File: config.mk
export PLATFORM = sky130hd
export DESIGN_NAME = bbpd_vote
export DESIGN_NICKNAME = d
export VERILOG_FILES = /design/src/rtl/bbpd_pkg.sv /design/src/rtl/bbpd_word_classify.sv /design/src/rtl/bbpd_vote.sv
export SDC_FILE = /design/constraint.sdc
export NUM_CORES = 1
export LEC_CHECK = 0
export CORE_MARGIN = 1.5
export CORE_UTILIZATION = 56
export CTS_CLUSTER_SIZE = 8
export DETAILED_ROUTE_END_ITERATION = 12
export PLACE_DENSITY = 0.92
export SYNTH_ARGS = -nofsm -noshare
export SYNTH_HDL_FRONTEND = slang
export SYNTH_SLANG_ARGS = --single-unit
File: constraint.sdc
create_clock -name clk -period 4.53 [get_ports clk]
set_input_delay 0.906 -clock clk [delete_from_list [all_inputs] [get_ports clk]]
set_output_delay 0.906 -clock clk [all_outputs]
set_load 0.03 [all_outputs]
File: src/rtl/bbpd_pkg.sv
// Shared types and sizing helpers for the bang-bang phase-detector voter.
// Latency: n/a (declarations only).
// Backpressure: n/a.
package bbpd_pkg;

    localparam int BBPD_DATA_W = 10;
    localparam int BBPD_DECIM  = 4;
    localparam int BBPD_THRESH = 2;
    localparam int BBPD_ACC_W  = 8;

    // Width needed to hold a popcount of n bits (0..n inclusive).
    function automatic int bbpd_cnt_w(input int n);
        return $clog2(n + 1);
    endfunction

    localparam int BBPD_CNT_W = bbpd_cnt_w(BBPD_DATA_W);

    // Signed late-minus-early vote at the default accumulator width.
    typedef logic signed [BBPD_ACC_W-1:0] vote_t;
    // Per-word early/late popcount at the default word width.
    typedef logic [BBPD_CNT_W-1:0] cnt_t;

endpackage

File: src/rtl/bbpd_word_classify.sv
// Classifies each data transition of one word as early or late and popcounts both.
// Latency: purely combinational.
// Backpressure: none; evaluated every cycle, qualified by the caller.
module bbpd_word_classify
    import bbpd_pkg::*;
#(
    parameter int DATA_W = BBPD_DATA_W,
    parameter int CNT_W  = bbpd_cnt_w(DATA_W)
) (
    input  logic [DATA_W-1:0] i_data_smp,
    input  logic [DATA_W-1:0] i_edge_smp,
    input  logic              i_prev_bit,
    input  logic              i_prev_valid,
    output logic [CNT_W-1:0]  o_late_cnt,
    output logic [CNT_W-1:0]  o_early_cnt
);

    logic [DATA_W-1:0] w_older;
    logic [DATA_W-1:0] w_active;
    logic [DATA_W-1:0] w_trans;
    logic [DATA_W-1:0] w_late;
    logic [DATA_W-1:0] w_early;

    // The bit received just before data bit i; bit 0 looks back into the previous word.
    assign w_older  = {i_data_smp[DATA_W-2:0], i_prev_bit};
    // Bit 0 has no trustworthy predecessor until a word has been seen since enable/reset.
    assign w_active = {{(DATA_W-1){1'b1}}, i_prev_valid};
    assign w_trans  = (w_older ^ i_data_smp) & w_active;
    // On a transition the edge sample matches exactly one side, so late/early are exclusive.
    assign w_late   = w_trans & ~(i_edge_smp ^ i_data_smp);
    assign w_early  = w_trans & ~(i_edge_smp ^ w_older);

    // Popcount the per-bit late and early flags.
    always_comb begin
        o_late_cnt  = '0;
        o_early_cnt = '0;
        for (int i = 0; i < DATA_W; i++) begin
            o_late_cnt  = o_late_cnt  + CNT_W'(w_late[i]);
            o_early_cnt = o_early_cnt + CNT_W'(w_early[i]);
        end
    end

endmodule

File: src/rtl/bbpd_vote.sv
// Decimating Alexander phase-detector voter: nets late-minus-early over DECIM words, emits Up/Dn.
// Latency: word launched at edge N yields Up/Dn/vote_valid visible after edge N+2 (two register stages).
// Backpressure: none; every valid word is accepted, words are dropped while en is low.
module bbpd_vote
    import bbpd_pkg::*;
#(
    parameter int DATA_W = BBPD_DATA_W,
    parameter int DECIM  = BBPD_DECIM,
    parameter int THRESH = BBPD_THRESH,
    parameter int ACC_W  = BBPD_ACC_W,
    parameter int CNT_W  = bbpd_cnt_w(DATA_W)
) (
    input  logic                     clk,
    input  logic                     rst_n,
    input  logic                     en,
    input  logic                     valid_in,
    input  logic [DATA_W-1:0]        data_smp,
    input  logic [DATA_W-1:0]        edge_smp,
    output logic                     Up,
    output logic                     Dn,
    output logic                     vote_valid,
    output logic signed [ACC_W-1:0]  net_vote,
    output logic [ACC_W-1:0]         win_trans
);

    localparam int                       WCNT_W    = (DECIM > 1) ? $clog2(DECIM) : 1;
    localparam logic [WCNT_W-1:0]        WCNT_LAST = WCNT_W'(DECIM - 1);
    localparam logic signed [ACC_W-1:0]  THR_POS   = ACC_W'(THRESH);
    localparam logic signed [ACC_W-1:0]  THR_NEG   = -THR_POS;

    // Parameter sanity: the accumulator must never wrap inside one window.
    if (DATA_W < 2) begin : g_chk_data_w
        $error("bbpd_vote: DATA_W must be at least 2");
    end
    if (DECIM < 1 || THRESH < 1) begin : g_chk_decim_thresh
        $error("bbpd_vote: DECIM and THRESH must be at least 1");
    end
    if (!((64'd1 << (ACC_W - 1)) > 64'(DATA_W * DECIM))) begin : g_chk_acc_w
        $error("bbpd_vote: ACC_W too narrow for DATA_W*DECIM");
    end
    if (CNT_W >= ACC_W) begin : g_chk_cnt_w
        $error("bbpd_vote: CNT_W must be narrower than ACC_W");
    end

    logic [CNT_W-1:0]         w_late_cnt;
    logic [CNT_W-1:0]         w_early_cnt;

    logic [CNT_W-1:0]         r_late_cnt;
    logic [CNT_W-1:0]         r_early_cnt;
    logic                     r_prev_bit;
    logic                     r_prev_valid;
    logic                     r_s1_valid;

    logic signed [ACC_W-1:0]  r_acc;
    logic [ACC_W-1:0]         r_tacc;
    logic [WCNT_W-1:0]        r_wcnt;
    logic signed [ACC_W-1:0]  r_net_vote;
    logic [ACC_W-1:0]         r_win_trans;
    logic                     r_up;
    logic                     r_dn;
    logic                     r_vote_valid;

    logic [ACC_W-1:0]         w_late_ext;
    logic [ACC_W-1:0]         w_early_ext;
    logic signed [ACC_W-1:0]  w_sum;
    logic [ACC_W-1:0]         w_tsum;
    logic                     w_last;

    bbpd_word_classify #(
        .DATA_W (DATA_W),
        .CNT_W  (CNT_W)
    ) u_classify (
        .i_data_smp   (data_smp),
        .i_edge_smp   (edge_smp),
        .i_prev_bit   (r_prev_bit),
        .i_prev_valid (r_prev_valid),
        .o_late_cnt   (w_late_cnt),
        .o_early_cnt  (w_early_cnt)
    );

    // Stage 1: capture per-word counts and remember the last bit for the next word's bit 0.
    always_ff @(posedge clk or negedge rst_n) begin
        if (!rst_n) begin
            r_late_cnt   <= '0;
            r_early_cnt  <= '0;
            r_prev_bit   <= 1'b0;
            r_prev_valid <= 1'b0;
            r_s1_valid   <= 1'b0;
        end else if (!en) begin
            r_prev_valid <= 1'b0;
            r_s1_valid   <= 1'b0;
        end else begin
            r_s1_valid <= valid_in;
            if (valid_in) begin
                r_late_cnt   <= w_late_cnt;
                r_early_cnt  <= w_early_cnt;
                r_prev_bit   <= data_smp[DATA_W-1];
                r_prev_valid <= 1'b1;
            end
        end
    end

    assign w_late_ext  = {{(ACC_W-CNT_W){1'b0}}, r_late_cnt};
    assign w_early_ext = {{(ACC_W-CNT_W){1'b0}}, r_early_cnt};
    // Running totals including the word currently in stage 1; used both to accumulate and to close.
    assign w_sum       = r_acc + $signed(w_late_ext) - $signed(w_early_ext);
    assign w_tsum      = r_tacc + w_late_ext + w_early_ext;
    assign w_last      = (r_wcnt == WCNT_LAST);

    // Stage 2: accumulate over the window, and on the closing word publish totals and decide.
    always_ff @(posedge clk or negedge rst_n) begin
        if (!rst_n) begin
            r_acc        <= '0;
            r_tacc       <= '0;
            r_wcnt       <= '0;
            r_net_vote   <= '0;
            r_win_trans  <= '0;
            r_up         <= 1'b0;
            r_dn         <= 1'b0;
            r_vote_valid <= 1'b0;
        end else if (!en) begin
            r_acc        <= '0;
            r_tacc       <= '0;
            r_wcnt       <= '0;
            r_up         <= 1'b0;
            r_dn         <= 1'b0;
            r_vote_valid <= 1'b0;
        end else begin
            r_up         <= 1'b0;
            r_dn         <= 1'b0;
            r_vote_valid <= 1'b0;
            if (r_s1_valid) begin
                if (w_last) begin
                    r_net_vote   <= w_sum;
                    r_win_trans  <= w_tsum;
                    r_vote_valid <= 1'b1;
                    r_up         <= (w_sum >= THR_POS);
                    r_dn         <= (w_sum <= THR_NEG);
                    r_acc        <= '0;
                    r_tacc       <= '0;
                    r_wcnt       <= '0;
                end else begin
                    r_acc        <= w_sum;
                    r_tacc       <= w_tsum;
                    r_wcnt       <= r_wcnt + WCNT_W'(1);
                end
            end
        end
    end

    assign Up         = r_up;
    assign Dn         = r_dn;
    assign vote_valid = r_vote_valid;
    assign net_vote   = r_net_vote;
    assign win_trans  = r_win_trans;

endmodule

* Yosys cells after proc, flatten, opt, wreduce, memory -nomap -nowiden
Index checks and enable logic that the tools add are counted.
** Word-level totals
- Register bits :: 48
- Output and inout bits :: 19
- Word-level logic and storage cells :: 72
** Cells by class
- Add/sub/neg operators :: 23
- $lt $le $gt $ge :: 2
- Equality and inequality tests :: 3
- Muxes and demuxes :: 21
- Bitwise operators :: 8
- Reduce and logical (&&, ||, !) cells :: 2
** Operators by type and width (count)
- adder 4 x 1 -> 4 bit :: 16
- two-way mux 8 bit :: 6
- AND 10 bit :: 3
- XOR 10 bit :: 3
- NOT 10 bit :: 2
- adder 8 x 4 -> 8 bit :: 2
- two-way mux 1 bit :: 12
- adder 8 x 5 -> 8 bit :: 1
- >= comparator 8 x 3 -> 1 bit (second input constant) :: 1
- less-or-equal comparator 8 x 2 -> 1 bit (second input constant) :: 1
- subtractor 8 x 5 -> 8 bit :: 1
- two-way mux 2 bit :: 3
- adder 1 x 1 -> 2 bit :: 2
- inequality test 2 x 1 -> 1 bit (second input constant) :: 2
- AND reduction 3 bit :: 1
- adder 2 x 1 -> 2 bit (second input constant) :: 1
- equality test 2 bit (second input constant) :: 1
- AND reduction 2 bit :: 1

* Longest topological paths before layout
Gate-level depths: netlist of run 1.
- Depth after elaboration :: 12
- Depth in mapped cells :: 14
- Gate-level depth less buffers :: 14

* Hierarchy
Synthesis of run 1 repeated with hierarchy kept, for this count alone.
** Second synthesis, totals
- Cell total of the unflattened synthesis :: 310
- Area total of the unflattened synthesis :: 3256.9 µm²
** Modules (own cells, without submodules)
- bbpd_vote :: times used 1, cells an instance 220, area an instance 2468.6 µm², sequential area each 1201.2 µm²
- bbpd_word_classify :: times used 1, cells an instance 90, area an instance 788.3 µm², sequential area each 0.0 µm²

* Worst setup path before layout of run 1
No wires, ideal clock.
- Path kind :: input to register
- Start point :: input edge_smp[0]
- End point :: register r_early_cnt[1]
- Library setup time :: 0.125 ns
- Arrival :: 4.518 ns
- Data required time :: 4.405 ns
- Setup slack :: -0.113 ns
- Cell stages on the path :: 13
- Cells stage by stage :: or3b_2 > a21boi_0 > ha_1 > inv_1 > fa_1 > fa_1 > inv_1 > fa_1 > inv_1 > fa_1 > inv_1 > fa_1 > mux2_2
** On the way
- Cells in the longest elaborated chain, start to end :: 12
** Ends and longest elaborated chain
- start, declared :: RTL line bbpd_vote.sv:18 : input logic [DATA_W-1:0] edge_smp,
- XOR 10 bit :: RTL line bbpd_word_classify.sv:31 : assign w_early = w_trans & ~(i_edge_smp ^ w_older);
- NOT 10 bit :: RTL line bbpd_word_classify.sv:31
- AND 10 bit :: RTL line bbpd_word_classify.sv:31
- adder 1 x 1 -> 2 bit :: RTL line bbpd_word_classify.sv:39 : o_early_cnt = o_early_cnt + CNT_W'(w_early[i]);
- adder 4 x 1 -> 4 bit (8 in series) :: RTL line bbpd_word_classify.sv:39
- net u_classify.o_early_cnt[1] :: RTL line bbpd_word_classify.sv:15 : output logic [CNT_W-1:0] o_early_cnt
- end signal, assigned :: RTL line bbpd_vote.sv:96 : r_early_cnt <= w_early_cnt;
- end, declared :: RTL line bbpd_vote.sv:49 : logic [CNT_W-1:0] r_early_cnt;
The timed path passes the listed nets, and every way through them passes these cells.
A chain may end at the register's enable or synchronous reset.

* Worst setup path in the final report of run 1
- Start point :: input data_smp[0]
- End point :: register r_early_cnt[1]
** On the way
- Cells in the longest elaborated chain, start to end :: 12
- Elaborated cells on any way between the ends :: 14
- Classes of those cells :: add/sub: 9; bitwise: 5
** Ends and longest elaborated chain
- start, declared :: RTL line bbpd_vote.sv:17 : input logic [DATA_W-1:0] data_smp,
- XOR 10 bit, on equally long branches :: RTL line bbpd_word_classify.sv:28, bbpd_word_classify.sv:31
- AND 10 bit or NOT 10 bit (tied branches) :: RTL line bbpd_word_classify.sv:28, bbpd_word_classify.sv:31
- AND 10 bit (*) :: RTL line bbpd_word_classify.sv:31
- adder 1 x 1 -> 2 bit (*) :: RTL line bbpd_word_classify.sv:39
- adder 4 x 1 -> 4 bit (*) (8 in series) :: RTL line bbpd_word_classify.sv:39
- net u_classify.o_early_cnt[1] :: RTL line bbpd_word_classify.sv:15
Mark *: on every way through the listed nets, which the timed path passes. The rest lies on a longest branch.

==> results of run 1 <==
-- stage by stage --
stage | setup TNS [ns] | area (sq um) | worst slack (ns)
detailed placement | -2.14 | 3790 | -0.642
CTS | 0 | 3940 | 0.0233
global route | 0 | 3950 | 0.00526
floorplan | 0 | 3240 | 0.00451
finish | 0 | 3950 | 0.0744
global placement | -1.51 | 3790 | -0.535
-- power breakdown --
group / switching, mW / internal [mW] / total [mW]
clock: 0.152 / 0.222 / 0.374
sequential: 0.0754 / 0.507 / 0.582
combinational: 0.686 / 0.532 / 1.22
total: 0.913 / 1.26 / 2.17
-- sequential cells by signal, summed over array words and instances (netlist names), 2 cells and up --
signal	flops
r_early_cnt	4
win_trans	8
net_vote	8
r_late_cnt	4
r_acc	8
r_wcnt	2
r_tacc	8
-- repair_timing --
action	4_1_cts	5_1_grt
setup endpoints to repair	3	2
setup buffers	1	0
gates resized for setup	11	4
pin swaps	5	2
-- cell type report --
type / instances / area share [%]
Sequential cell: 48 / 30.4
Tap cell: 72 / 2.28
Clock buffer: 5 / 1.74
Timing Repair Buffer: 51 / 12.1
Inverter: 33 / 3.14
Multi-Input combinational cell: 237 / 48.6
Clock inverter: 3 / 1.74
-- layout by cell type, fill, tap and decap left out, types with 7 or more instances in the layout --
cell type        netlist  routed
fa_1                  21      20
nor2b_1                7       7
mux2i_1                9       9
ha_1                  23      23
o21ai_0               34      33
buf_4                  0       9
xnor2_1                7       7
nor2_1                 7       7
a21o_1                 7       7
nand2_1               45      45
dfrtp_1               48      48
nand2b_1              14      12
a21oi_1               11      11
inv_1                 32      30
clkdlybuf4s50_1        0      36
-- worst max-delay path, stage by stage --
cell and delay (ns):
dlygate4sd2_1 0.24, buf_4 0.15, nand2b_1 0.15, mux2i_1 0.17, ha_1 0.27, inv_2 0.06, fa_1 0.42, fa_1 0.49
inv_1 0.05, fa_1 0.53, inv_1 0.06, fa_2 0.38, inv_2 0.08, fa_1 0.42, mux2_2 0.27
-- cells by family (layout without fill, tap and decap cells) --
kind of cell               Yosys count  in the layout  share of synthesized area (%)
AOI/OAI and AO/OA                   75             75                           14.5
DFF                                 48             48                           37.0
muxes                               15             15                           4.86
adders and majority gates           44             44                           21.8
xor gates and xnor gates            12             12                           3.24
buffers and inverters               39             92                           4.51
and+or+nand+nor                     91             91                           14.0
-- path summary, 6_finish.rpt --
path	startpoint	to	slack, ns
worst max register to register	r_prev_bit	r_early_cnt[1]	0.41
min in group asynchronous	rst_n	r_acc[4]	0.77
worst min-delay path	net_vote[5]	net_vote[5]	0.49
max in group asynchronous	rst_n	r_late_cnt[1]	3.12
worst min register to register	net_vote[5]	net_vote[5]	0.49
worst max-delay path	data_smp[0]	r_early_cnt[1]	0.07
-- per-layer routing --
metal / wire, microns / track usage, % / share of wire, %
met5: 0 / 0 / 0
met4: 130 / 9.12 / 2.0
met3: 214 / 4.02 / 3.3
met2: 3490 / 43.4 / 53
met1: 2710 / 27.1 / 41
==> results.cfg, run 1 <==
[global_routing]
initial_antenna_violation_count = 0
via_count_of_the_first_global_routing_pass = 2651
grt_max_degree = 49
first_pass_grt_wire_length_microns = 11400
gr-usage-all-layers_pct = 23.6
grt-ovfl-total = 0

[sta]
report.final.hold_viol_count = 0
layout_min_cycle_time_ns = 4.46
finalMaxSlewViolations = 0
slew_headroom_pct = 31.4
fmaxAchievable_ghz = 0.224
setup_repair_after_global_routing_missed_its_margin = false
finalSetupViolations = 0
fin_worst_hold_slack_ns = 0.486
timing.clock.skew_ns = 0.0124
finalCritPeriodShare_pct = 98.4
worst-slew-pin-transition_ns = 1.03

[yosys]
synth-async-reset-ratio_pct = 100
synth.most_common_cell = dfrtp_1
synthCells = 324
synthesis.nets = 392
ys.warnings.count = 0
synth.distinct_cells = 43
synth.cells.most_frequent = dfrtp_1, nand2_1, o21ai_0, inv_1, ha_1
netlist_area_pre_place_sq_um = 3240
ys_ff_latch = 48
synth_enable_flop_cells = 0
synth.avg_cell_area_sq_um = 10.0
synth_flop_cell = dfrtp_1
synthTopCellsByArea = dfrtp_1, fa_1, ha_1, o21ai_0, nand2_1
yosysTopAreaCellShare_pct = 37.0
cell_taking_the_most_area_after_synthesis = dfrtp_1
synth.yosys.seq_area_share_pct = 37.0

[layout]
multiInputGateArea_sq_um = 1920
area_delta_synth_final_pct = 21.8
ff_latch_area_sq_um = 1200
nFillCells = 406
final_cells = 449
num_antenna_cells = 0
fin_util_pct = 71.3
final_layout_size_suffix_gt1_share_pct = 10.3
fin_nets = 444

[clock_tree]
htree_levels = 2
clock_tree.buffer_depth = 2
cts_tree = built
cts.hold.buffers_added = 0
clkLatencyLatePin_ns = 0.31
cts_num_sinks = 48
clock_pin_slew_reported_for_the_worst_setup_and_hold_paths_after_clock_tree_synthesis_ns = 0.10
cts-buffers-inserted = 5
cts_root_buffer = clkbuf_8

[critical_path]
worst-r2r-cell-count = 13
timing.critical_path.fanout_max = 5
required_ns = 4.72
criticalPathCategory = primary input to flip-flop
critical_path.endpoint_type = flip-flop
startpoint_type = primary input
arrival_ns = 4.65

[detailed_routing]
detail_route.first_pass.iterations = 4
drt_iter0_markers = 90
detail_route.wirelength_microns = 6540
route.detailed.wl_per_inst_microns = 14.6
drc = 0
avgViaCountPerCell = 5.46
final_antenna_net_count = 0
route.vias.total = 2450

[die]
io_pins = 43
floorplan.initialDensity_pct = 58.5
rows = 27
die_height_microns = 79.1
design.die.area_sq_um = 6260
fp.coreArea_sq_um = 5540
die_width_microns = 79.1

[place]
io_buffers = 42
dp_hpwl_microns = 5020
post-place-cells = 440
finalWeightedCongestion = 0.918

[pwr]
p_leak_nw = 1.94
fin_total_pwr_mw = 2.17
power_density_nw_per_um2 = 551
irDropWorstVdd_v = 0.000402

[status]
status = completed

[worst_hold_path]
worst_hold_path.num_cells = 2
holdCritPathClass = flip-flop to flip-flop

[flow_run]
max-cap-violations = 0
Power figures use the tool's default switching activity.
==> run 2, diff against run 1 <==
==> constraint.sdc (replaced) <==
create_clock -name clk -period 4.9 [get_ports clk]
set_input_delay 1.225 -clock clk [delete_from_list [all_inputs] [get_ports clk]]
set_output_delay 1.225 -clock clk [all_outputs]
set_load 0.03 [all_outputs]
==> run 2 against run 1 <==
  * Sequential share of layout area is essentially flat
  * Largest cell class unchanged
  * Sequential cell count is the same
  * Clock skew shrank 0.0068 ns
  * Highest routed layer unchanged
==> results.cfg, run 2 (same netlist as run 1, synthesis figures left out) <==
[detailed_routing]
drt_iter0_markers = 118
route.vias.total = 2513
detail_route.wirelength_microns = 6750
detail_route.first_pass.iterations = 4
final_antenna_net_count = 0
drc = 0
avgViaCountPerCell = 5.58
route.detailed.wl_per_inst_microns = 15.0

[critical_path]
arrival_ns = 5.00
critical_path.cell_chain = dlygate4sd2_1, or3b_4, a21boi_2, ha_1, inv_2, fa_1, fa_1, inv_1, fa_1, inv_2, fa_2, inv_2, fa_1, mux2_2
crit_path_buffers_inverters = 5
regToRegEndpoint = r_early_cnt[1]
timing.critical_path.from = edge_smp[0]
timing.critical_path.max_delay_family = adder cells
timing.critical_path.slowest_cell_delay_ns = 0.50
required_ns = 5.09
ff2ff_setup_slack_ns = 0.81
timing.critical_path.to = r_early_cnt[1]
criticalPathCategory = primary input to flip-flop
path_depth = 14
cpMostUsedCell = fa_1
timing.critical_path.fanout_max = 4
worst_path_max_delay_cell = fa_1
reg2reg_from = r_prev_bit
startpoint_type = primary input
worst-r2r-cell-count = 13
critical_path.endpoint_type = flip-flop

[sta]
report.final.hold_viol_count = 0
slew_headroom_pct = 29.8
timing.final.ws_setup_ns = 0.0879
timing.clock.skew_ns = 0.00560
finalMaxSlewViolations = 0
finalCritPeriodShare_pct = 98.2
finalSetupViolations = 0
fmaxAchievable_ghz = 0.208
setup_repair_after_global_routing_missed_its_margin = false
setup-tns-final_ns = 0
worst-slew-pin-transition_ns = 1.05
layout_min_cycle_time_ns = 4.81

[die]
design.die.area_sq_um = 6260
rows = 27
die_width_microns = 79.1
die_height_microns = 79.1
fp.coreArea_sq_um = 5540
io_pins = 43
floorplan.initialDensity_pct = 58.5

[place]
placement.setup.worst_slack_ns = -0.603
finalWeightedCongestion = 0.918
dp_hpwl_microns = 5140
io_buffers = 42

[layout]
final_layout_size_suffix_gt1_share_pct = 10.3
area_delta_synth_final_pct = 21.9
final_cell_mix = dfrtp_1, nand2_1, clkdlybuf4s50_1
num_antenna_cells = 0
fin_nets = 446
most_frequent_standard_cell_in_the_layout_excluding_fill_and_tap_cells = dfrtp_1

[pwr]
power_density_nw_per_um2 = 506
p_leak_nw = 1.94
irDropWorstVdd_v = 0.000337
fin_total_pwr_mw = 2.00

[clock_tree]
clock_tree.buffer_depth = 2
htree_levels = 2
clkLatencyLatePin_ns = 0.30
cts_tree = built
cts_root_buffer = clkbuf_8
cts_num_sinks = 48
clock_pin_slew_reported_for_the_worst_setup_and_hold_paths_after_clock_tree_synthesis_ns = 0.08
cts-buffers-inserted = 5

[status]
status = completed

[flow_run]
max-cap-violations = 0

[global_routing]
first_pass_grt_wire_length_microns = 11700
grt_max_degree = 49
initial_antenna_violation_count = 0
via_count_of_the_first_global_routing_pass = 2624
gr-usage-all-layers_pct = 24.4
grt-ovfl-total = 0

[worst_hold_path]
holdCritPathClass = flip-flop to flip-flop
source_of_the_worst_hold_timing_path = win_trans[0]
worst_hold_path.num_cells = 2
## run 2: final cells by class
class	instances	area, sq um
clock buffers	5	68.8
clock inverters	2	60.1
fillers	411	1590
inverters	33	124
multi-input cells	237	1910
flip-flops and latches	48	1200
well taps	72	90.1
repair buffers	53	498
## run 2: routing by layer
layer / part of all wire, % / vias to the layer above / wire [microns] / track usage (%)
met5: 0 / - / 0 / 0
met4: 2.8 / 0 / 187 / 11.9
met3: 4.0 / 15 / 268 / 3.68
met2: 52 / 72 / 3510 / 42.6
met1: 41 / 1226 / 2780 / 29.2
li1: - / 1200 / - / -
## run 2: per-stage QoR
step           instance area, sq um  utilization, %  hold slack [ns]  cells
2_1_floorplan                  3240               -            0.450    324
3_3_place_gp                   3790            68.3            0.458    440
6_report                       3950            71.4            0.480    450
4_1_cts                        3930            70.9            0.485    448
5_1_grt                        3950            71.4            0.511    450
3_5_place_dp                   3790            68.3            0.463    440
## run 2: power by group
part | switching [mW] | internal [mW]
Sequential | 0.0694 | 0.468
Clock | 0.130 | 0.201
Combinational | 0.636 | 0.494
## run 2: tightest hold or removal path, stage by stage, from the launching register on
cell and delay [ns]:
dfrtp_1 0.34, nand2_1 0.05, nand2_1 0.05
## run 2: repair_timing
action / in CTS / in global routing
hold buffers: 0 / 0
buffers inserted: 1 / 2
pin swaps: 6 / 4
setup endpoints to repair: 3 / 3
resized for setup: 8 / 3
## run 2: worst min path at each step
| stage | slack [ns] | endpoint |
|---|---|---|
| 5_1_grt | 0.51 | win_trans[0] |
| 3_3_place_gp | 0.46 | win_trans[1] |
| 2_1_floorplan | 0.45 | r_acc[1] |
| 3_5_place_dp | 0.46 | win_trans[0] |
| 6_report | 0.48 | win_trans[0] |
| 4_1_cts | 0.48 | win_trans[0] |
